--- src/rtl/vga_display.sv ---
// VGA 640x480@60 timing generator with one movable square sprite, 3-3-2 RGB output.
// Define VGA_BORDER_EN to draw a one-pixel white frame around the active area.
module vga_display #(
    parameter int CLK_DIV   = 2,
    parameter int H_ACTIVE  = 640,
    parameter int H_FP      = 16,
    parameter int H_SYNC    = 96,
    parameter int H_BP      = 48,
    parameter int V_ACTIVE  = 480,
    parameter int V_FP      = 10,
    parameter int V_SYNC    = 2,
    parameter int V_BP      = 33,
    parameter int BALL_SIZE = 16,
    parameter int STEP      = 4
) (
    input  logic       clk,
    input  logic       rst,
    input  logic [2:0] R_control,
    input  logic [2:0] G_control,
    input  logic [1:0] B_control,
    input  logic       up,
    input  logic       down,
    input  logic       left,
    input  logic       right,
    output logic [2:0] R,
    output logic [2:0] G,
    output logic [1:0] B,
    output logic       HS,
    output logic       VS
);

    localparam int H_TOTAL = H_ACTIVE + H_FP + H_SYNC + H_BP;
    localparam int V_TOTAL = V_ACTIVE + V_FP + V_SYNC + V_BP;
    localparam int DIV_W   = (CLK_DIV > 1) ? $clog2(CLK_DIV) : 1;

    localparam logic [DIV_W-1:0] DIV_LAST = DIV_W'(CLK_DIV - 1);
    localparam logic [9:0] H_LAST   = 10'(H_TOTAL - 1);
    localparam logic [9:0] V_LAST   = 10'(V_TOTAL - 1);
    localparam logic [9:0] H_ACT    = 10'(H_ACTIVE);
    localparam logic [9:0] V_ACT    = 10'(V_ACTIVE);
    localparam logic [9:0] HS_FIRST = 10'(H_ACTIVE + H_FP);
    localparam logic [9:0] HS_LAST  = 10'(H_ACTIVE + H_FP + H_SYNC - 1);
    localparam logic [9:0] VS_FIRST = 10'(V_ACTIVE + V_FP);
    localparam logic [9:0] VS_LAST  = 10'(V_ACTIVE + V_FP + V_SYNC - 1);
    localparam logic [9:0] X_MAX    = 10'(H_ACTIVE - BALL_SIZE);
    localparam logic [9:0] Y_MAX    = 10'(V_ACTIVE - BALL_SIZE);
    localparam logic [9:0] X_INIT   = 10'((H_ACTIVE - BALL_SIZE) / 2);
    localparam logic [9:0] Y_INIT   = 10'((V_ACTIVE - BALL_SIZE) / 2);
    localparam logic [9:0] STEP_V   = 10'(STEP);
    localparam logic [9:0] SIZE_V   = 10'(BALL_SIZE);

    logic [DIV_W-1:0] div_cnt_r;
    logic [9:0]       hcnt_r;
    logic [9:0]       vcnt_r;
    logic [9:0]       ball_x_r;
    logic [9:0]       ball_y_r;
    logic             pix_en_s;
    logic             tick_s;
    logic             active_s;
    logic             in_ball_s;
    logic             hs_s;
    logic             vs_s;
    logic [7:0]       rgb_s;
    logic [9:0]       ball_x_nxt_s;
    logic [9:0]       ball_y_nxt_s;

    // Distances are compared before any subtraction so the position never underflows.
    function automatic logic [9:0] move_axis(input logic [9:0] pos, input logic dec,
                                             input logic inc, input logic [9:0] lim);
        logic [9:0] res;
        res = pos;
        if (dec && !inc) begin
            if (pos >= STEP_V) res = pos - STEP_V;
            else               res = 10'd0;
        end else if (inc && !dec) begin
            if ((lim - pos) >= STEP_V) res = pos + STEP_V;
            else                       res = lim;
        end else begin
            res = pos;
        end
        return res;
    endfunction

    assign pix_en_s = (div_cnt_r == DIV_LAST);
    assign tick_s   = pix_en_s && (hcnt_r == H_LAST) && (vcnt_r == V_LAST);

    // Pixel-enable divider and raster counters.
    always_ff @(posedge clk) begin
        if (rst) begin
            div_cnt_r <= '0;
            hcnt_r    <= 10'd0;
            vcnt_r    <= 10'd0;
        end else if (pix_en_s) begin
            div_cnt_r <= '0;
            if (hcnt_r == H_LAST) begin
                hcnt_r <= 10'd0;
                vcnt_r <= (vcnt_r == V_LAST) ? 10'd0 : vcnt_r + 10'd1;
            end else begin
                hcnt_r <= hcnt_r + 10'd1;
            end
        end else begin
            div_cnt_r <= div_cnt_r + DIV_W'(1);
        end
    end

    // Sync decode and pixel colour for the current counter values.
    always_comb begin
        hs_s      = !((hcnt_r >= HS_FIRST) && (hcnt_r <= HS_LAST));
        vs_s      = !((vcnt_r >= VS_FIRST) && (vcnt_r <= VS_LAST));
        active_s  = (hcnt_r < H_ACT) && (vcnt_r < V_ACT);
        in_ball_s = (hcnt_r >= ball_x_r) && ((hcnt_r - ball_x_r) < SIZE_V) &&
                    (vcnt_r >= ball_y_r) && ((vcnt_r - ball_y_r) < SIZE_V);
        rgb_s     = 8'd0;
        if (active_s && in_ball_s) begin
            rgb_s = {R_control, G_control, B_control};
`ifdef VGA_BORDER_EN
        end else if (active_s && ((hcnt_r == 10'd0) || (hcnt_r == H_ACT - 10'd1) ||
                                  (vcnt_r == 10'd0) || (vcnt_r == V_ACT - 10'd1))) begin
            rgb_s = 8'hFF;
`endif
        end else begin
            rgb_s = 8'd0;
        end
    end

    // Candidate sprite position for the next frame.
    always_comb begin
        ball_x_nxt_s = move_axis(ball_x_r, left, right, X_MAX);
        ball_y_nxt_s = move_axis(ball_y_r, up, down, Y_MAX);
    end

    // Sprite position changes only at the frame tick, so a frame is never torn.
    always_ff @(posedge clk) begin
        if (rst) begin
            ball_x_r <= X_INIT;
            ball_y_r <= Y_INIT;
        end else if (tick_s) begin
            ball_x_r <= ball_x_nxt_s;
            ball_y_r <= ball_y_nxt_s;
        end else begin
            ball_x_r <= ball_x_r;
            ball_y_r <= ball_y_r;
        end
    end

    // Registered video outputs, all one clock behind the counters.
    always_ff @(posedge clk) begin
        if (rst) begin
            HS <= 1'b1;
            VS <= 1'b1;
            R  <= 3'd0;
            G  <= 3'd0;
            B  <= 2'd0;
        end else begin
            HS <= hs_s;
            VS <= vs_s;
            R  <= rgb_s[7:5];
            G  <= rgb_s[4:2];
            B  <= rgb_s[1:0];
        end
    end

endmodule

--- config.mk ---
export PLATFORM = sky130hd
export DESIGN_NAME = vga_display
export DESIGN_NICKNAME = d
export VERILOG_FILES = /design/src/rtl/vga_display.sv
export SDC_FILE = /design/constraint.sdc
export NUM_CORES = 1
export LEC_CHECK = 0
export CORE_MARGIN = 3
export CORE_UTILIZATION = 35
export CTS_BUF_LIST = sky130_fd_sc_hd__clkbuf_4 sky130_fd_sc_hd__clkbuf_8
export CTS_CLUSTER_DIAMETER = 40
export DETAILED_ROUTE_END_ITERATION = 10
export PLACE_DENSITY_LB_ADDON = 0.3
export SYNTH_ARGS = -nofsm -noshare
export SYNTH_HDL_FRONTEND = slang
export SYNTH_SLANG_ARGS = --single-unit
--- constraint.sdc ---
create_clock -name clk -period 4.9 [get_ports clk]
set_input_delay 0.98 -clock clk [delete_from_list [all_inputs] [get_ports clk]]
set_output_delay 0.98 -clock clk [all_outputs]
set_load 0.005 [all_outputs]
== Yosys cells after proc, flatten, opt, wreduce, memory -nomap -nowiden ==
Index checks and enable logic that the tools add are counted.

* $lt $le $gt $ge: 14
* Bitwise logic cells: 1
* Eq/ne operators: 2
* Multiplexer cells: 10
* Reductions and logical operators: 26
* Add/subtract/negate cells: 11

{| class="wikitable"
|+ Operators by type and width
! cell !! number
|-
| $mux 10 || 10
|-
| $ge 10x3->1 const B || 4
|-
| $add 10x1->10 const B || 2
|-
| $add 10x3->10 const B || 2
|-
| $eq 10x10->1 const B || 2
|-
| $ge 10x10->1 || 2
|-
| $lt 10x5->1 const B || 2
|-
| $sub 10x10->10 || 2
|-
| $sub 10x3->10 const B || 2
|-
| $logic_and 1x1->1 || 13
|-
| $ge 10x10->1 const B || 1
|-
| $ge 10x9->1 const B || 1
|-
| $le 10x10->1 const B || 1
|-
| $le 10x9->1 const B || 1
|-
| $lt 10x10->1 const B || 1
|-
| $lt 10x9->1 const B || 1
|-
| $sub 10x10->10 const A || 1
|-
| $sub 9x10->10 const A || 1
|-
| $logic_not 1->1 || 6
|-
| $reduce_and 2->1 || 3
|-
| $reduce_bool 2->1 || 2
|-
| $reduce_or 2->1 || 2
|-
| $add 1x1->1 const B || 1
|-
| $not 1->1 || 1
|}

* Flip-flop bits (word level): 51
* Word-level logic and storage cells: 74
* Input bits: 14
* Output and inout port bits: 10

== Longest topological paths before layout ==
* Depth in word-level cells: 8
* Depth in mapped cells: 9
* Gate-level depth less buffers: 8

== Worst setup path before layout ==
OpenSTA, ideal clock, no wires.

* Path type: register -> register
* Start point: reg ball_x_r[7]
* End point: reg B[0]
* Required time: 4.808 ns
* Buffers on the path: 1
* Slack: 2.524 ns
* Arrival: 2.283 ns
* Cell stages (with the launch flop): 10
* Period minus slack after synthesis: 2.376 ns
* Setup time: 0.092 ns
* Path through: dfxtp_1 clkbuf_1 inv_1 ha_1 nand2b_1 o21ai_1 or4_1 nor4_1 nand3_1 nor4_1

* Word-level cells in the longest chain between the ends: 8
* Elaborated cells between the ends (all ways): 9
* Those cells by class: add/sub (1); order compare (2); bitwise (1); reduce/logical (5)

{| class="wikitable"
|+ RTL lines
! element !! RTL line !! text
|-
| from (decl) || 55 || <nowiki>logic [9:0] ball_x_r;</nowiki>
|-
| from (signal assigned) || 138 || <nowiki>ball_x_r <= ball_x_nxt_s;</nowiki>
|-
| from (signal assigned) || 141 || <nowiki>ball_x_r <= ball_x_r;</nowiki>
|-
| $sub 10x10->10 || 111 || <nowiki>in_ball_s = (hcnt_r >= ball_x_r) && ((hcnt_r - ball_x_r) < SIZE_V) &&</nowiki>
|-
| $lt 10x5->1 || 111 ||
|-
| $logic_and 1x1->1 * (2 in series) || 111 ||
|-
| $logic_and 1x1->1 * || 112 || <nowiki>(vcnt_r >= ball_y_r) && ((vcnt_r - ball_y_r) < SIZE_V);</nowiki>
|-
| $logic_and 1x1->1 * || 114 || <nowiki>if (active_s && in_ball_s) begin</nowiki>
|-
| $not 1->1 (no source line) * || - ||
|-
| $reduce_or 2->1 (no source line) * || - ||
|-
| to (signal assigned) || 159 || <nowiki>B <= rgb_s[1:0];</nowiki>
|-
| to (decl) || 27 || <nowiki>output logic [1:0] B,</nowiki>
|}

Every way passes the cells marked *; elsewhere a longest branch is shown, timed or not.
A chain may end at the register's enable or synchronous reset.

== Worst setup path after layout ==
* Start point: in up
* End point: reg ball_y_r[8]

* Word-level cells in the longest chain between the ends: 4
* Elaborated cells between the ends (all ways): 6
* Those cells by class: mux (1); reduce/logical (5)

{| class="wikitable"
|+ RTL lines
! element !! RTL line !! text
|-
| from (decl) || 21 || <nowiki>input logic up,</nowiki>
|-
| $logic_not 1->1 || 75 || <nowiki>end else if (inc && !dec) begin</nowiki>
|-
| $logic_and 1x1->1 || 75 ||
|-
| $reduce_bool 2->1 (no source line) || - ||
|-
| $reduce_and 2->1 (no source line) || - ||
|-
| to (signal assigned) || 139 || <nowiki>ball_y_r <= ball_y_nxt_s;</nowiki>
|-
| to (signal assigned) || 142 || <nowiki>ball_y_r <= ball_y_r;</nowiki>
|-
| to (decl) || 56 || <nowiki>logic [9:0] ball_y_r;</nowiki>
|}

Parallel ways exist; a longest one is shown, timed or not.

==> flow_summary.json <==
{
  "final_nets": 499,
  "fin_util_pct": 41.4,
  "n_antenna_cell": 0,
  "fillers": 951,
  "worstSkewPairLatency_ns": 0.31,
  "dieArea_mm2": 0.0111,
  "tns_ns": 0,
  "regArea_um2": 941,
  "cts_buffers": 5,
  "wl_mm": 8.51,
  "met3_length_um": 441,
  "r2r-start": "ball_y_r[4]$_SDFFE_PP0P_",
  "num_vias": 3227,
  "drtIter0Drc": 173,
  "core_mm2": 0.00942,
  "r2r_end": "G[1]$_SDFF_PP0_",
  "cts_root_buf": "clkbuf_8",
  "io_buffers": 23,
  "critPathMaxFanout": 15,
  "cts_num_sinks": 47,
  "status": "finished, final reports clean",
  "finalMaxSlewViolations": 0,
  "place_congestion": 0.901,
  "pwr-share-seq_pct": 56.1,
  "multiInputGateArea_mm2": 0.00236,
  "power.switching_mw": 0.163,
  "crit_required_ns": 5.15,
  "post-route-period-util_pct": 58.4,
  "placementRows": 35,
  "synth_cell_types": 59,
  "setup_ws_ns": 2.04,
  "ctsHoldBuffers": 0,
  "cap_violations": 0,
  "clk_pin_slew_ns": 0.10,
  "ys_seq_area_share_pct": 27.2,
  "die_h_um": 105,
  "synthArstFlopShare_pct": 0,
  "rsz0062_at_grt": "no",
  "cts_setup_buffers": 0,
  "internal-power_mw": 0.532,
  "drc": 0,
  "r2r_cells": 7,
  "p_total_mw": 0.695,
  "postRouteAntennaNets": 0,
  "drive_above_1_share_pct": 4.86,
  "comb_power_share_pct": 5.7,
  "grt_max_degree": 22,
  "ys_seq_elements": 47,
  "startpoint": "up",
  "synth_area_per_cell_um2": 7.96,
  "critPathKind": "input pin to flop",
  "syn_to_final_growth_pct": 12.7,
  "p_leak_nw": 1.49,
  "r2r_setup_slack_ns": 2.15,
  "power.share.switching_pct": 23.5,
  "io_pins": 24,
  "drt-met1-wl_mm": 4.04,
  "max_freq_mhz": 350,
  "synth_area_mm2": 0.00346,
  "hpwl_mm": 6.26,
  "synth_edf_count": 0,
  "die_w_um": 105,
  "powerDensity_mw_per_mm2": 178,
  "track_usage_pct": 15.3,
  "syn_nets": 482,
  "clockPowerShare_pct": 38.2,
  "endpoint": "ball_y_r[8]$_SDFFE_PP0P_",
  "pre_cts_slack_ns": 1.73,
  "via_per_inst": 5.54,
  "setup_viol": 0,
  "synth-warning-count": 0,
  "cp-start-kind": "input pin",
  "synth_cells": 435,
  "synthFlopType": "dfxtp_1",
  "route.met2.wl_mm": 3.86,
  "wl_per_cell_um": 14.6,
  "maxUsedRoutingLayer": "met4",
  "clockBufferDepth": 2,
  "worst_pin_slew_ns": 0.773,
  "cts_tree": "done",
  "critPathCaptureType": "flop",
  "layout_min_cycle_time_ns": 2.86,
  "grt_first_pass_wirelength_mm": 14.2,
  "relSlewSlack_pct": 48.1,
  "worstPathArrival_ns": 3.11,
  "drt_first_pass_iters": 6,
  "cts-htree-levels": 2,
  "grt_pass1_vias": 3003,
  "start_util_pct": 36.8,
  "gr-total-overflow": 0,
  "cts_resized": 0,
  "hold_viol_final": 0,
  "skew_ns": 0.0125,
  "hp-class": "flop to flop",
  "antenna_found_initial": 0,
  "ir_drop_uv": 106
}
synthesized netlist by cell type (3+ instances only):
master	n	area share (%)
dfxtp_1	47	27
nor2_1	44	4.8
ha_1	33	12
nand2_1	29	3.1
inv_1	25	2.7
nand3_1	25	3.6
a21oi_1	22	3.2
o21ai_0	19	2.7
nor4_1	14	2.5
xor2_1	14	3.5
nor3_1	13	1.9
xnor2_1	13	3.3
and3_1	10	1.8
clkbuf_1	10	1.1
a31oi_1	9	1.6
nor2b_1	8	1.4
o211ai_1	8	1.7
a211oi_1	7	1.5
nand2b_1	7	1.3
nand4_1	7	1.3
and4_1	5	1.3
o21a_1	5	1.1
or3_1	5	0.90
o21ai_1	4	0.58
o22ai_1	4	0.72
a21o_1	3	0.65
buf_2	3	0.43
nor4b_1	3	0.76
registers in the layout, indices dropped and copies added (netlist names), 2 cells and up:
signal	flops
hcnt_r	10
vcnt_r	10
ball_x_r	8
ball_y_r	8
G	3
R	3
B	2
cells by family (layout without fill, tap and decap cells):
family | Yosys count | count (layout) | share of synthesized area [%]
xor+xnor | 27 | 27 | 6.83
simple gates | 188 | 188 | 30.3
fa+ha+maj | 33 | 33 | 11.9
compound gates | 97 | 97 | 18.2
buf+inv | 40 | 58 | 4.66
mux | 3 | 3 | 0.904
flops | 47 | 47 | 27.2
worst min-delay path by stage:
stage | from | end | slack [ns] | cells past startpoint
global placement | ball_x_r[9]$_SDFFE_PP0P_ | ball_x_r[9]$_SDFFE_PP0P_ | 0.51 | 2
global route | ball_x_r[9]$_SDFFE_PP0P_ | ball_x_r[9]$_SDFFE_PP0P_ | 0.56 | 2
finish | ball_x_r[9]$_SDFFE_PP0P_ | ball_x_r[9]$_SDFFE_PP0P_ | 0.52 | 2
floorplan | ball_x_r[9]$_SDFFE_PP0P_ | ball_x_r[9]$_SDFFE_PP0P_ | 0.48 | 2
CTS | ball_x_r[9]$_SDFFE_PP0P_ | ball_x_r[9]$_SDFFE_PP0P_ | 0.52 | 2
detailed placement | ball_x_r[9]$_SDFFE_PP0P_ | ball_x_r[9]$_SDFFE_PP0P_ | 0.51 | 2
stage by stage:
stage	std cells	area (um2)	hold slack, ns
after global placement	574	3800	0.505
after detailed placement	574	3800	0.507
final	582	3900	0.524
after floorplan	435	3460	0.476
after global routing	582	3900	0.558
after CTS	582	3900	0.521
layout make-up:
class | instances | share of cell area (%)
multi-input combinational | 348 | 60.5
sequential | 47 | 24.1
timing repair buffer | 24 | 6.10
tap | 129 | 4.14
inverter | 26 | 2.50
clock buffer | 7 | 2.47
clock inverter | 1 | 0.192
power groups by stage:
stage / registers (mW) / clock network [mW] / logic, mW
global placement: 0.398 / 0 / 0.0394
finish: 0.390 / 0.266 / 0.0397
CTS: 0.390 / 0.275 / 0.0398
detailed placement: 0.399 / 0 / 0.0396
global route: 0.390 / 0.290 / 0.0443
floorplan: 0.395 / 0 / 0.0252
per-layer routing:
layer	vias to the layer above	global-route usage [%]
met1	1490	19.7
li1	1627	-
met3	17	2.82
met2	93	25.6
met4	0	5.06
met5	-	0
critical path, cell delays in order:
cell and delay (ns):
clkdlybuf4s50_1 0.46, ha_1 0.46, a21boi_0 0.61, a21oi_1 0.12, or3_1 0.33, a21oi_1 0.14
placed cells by master (no fill, tap or decap), types with 19 or more instances in the layout:
master | Yosys | routed
inv_1 | 25 | 25
ha_1 | 33 | 33
dfxtp_1 | 47 | 47
nand2_1 | 29 | 29
o21ai_0 | 19 | 19
clkdlybuf4s50_1 | 0 | 23
nor2_1 | 44 | 44
a21oi_1 | 22 | 22
nand3_1 | 25 | 25
No activity file was read; power rests on OpenSTA's default activity.
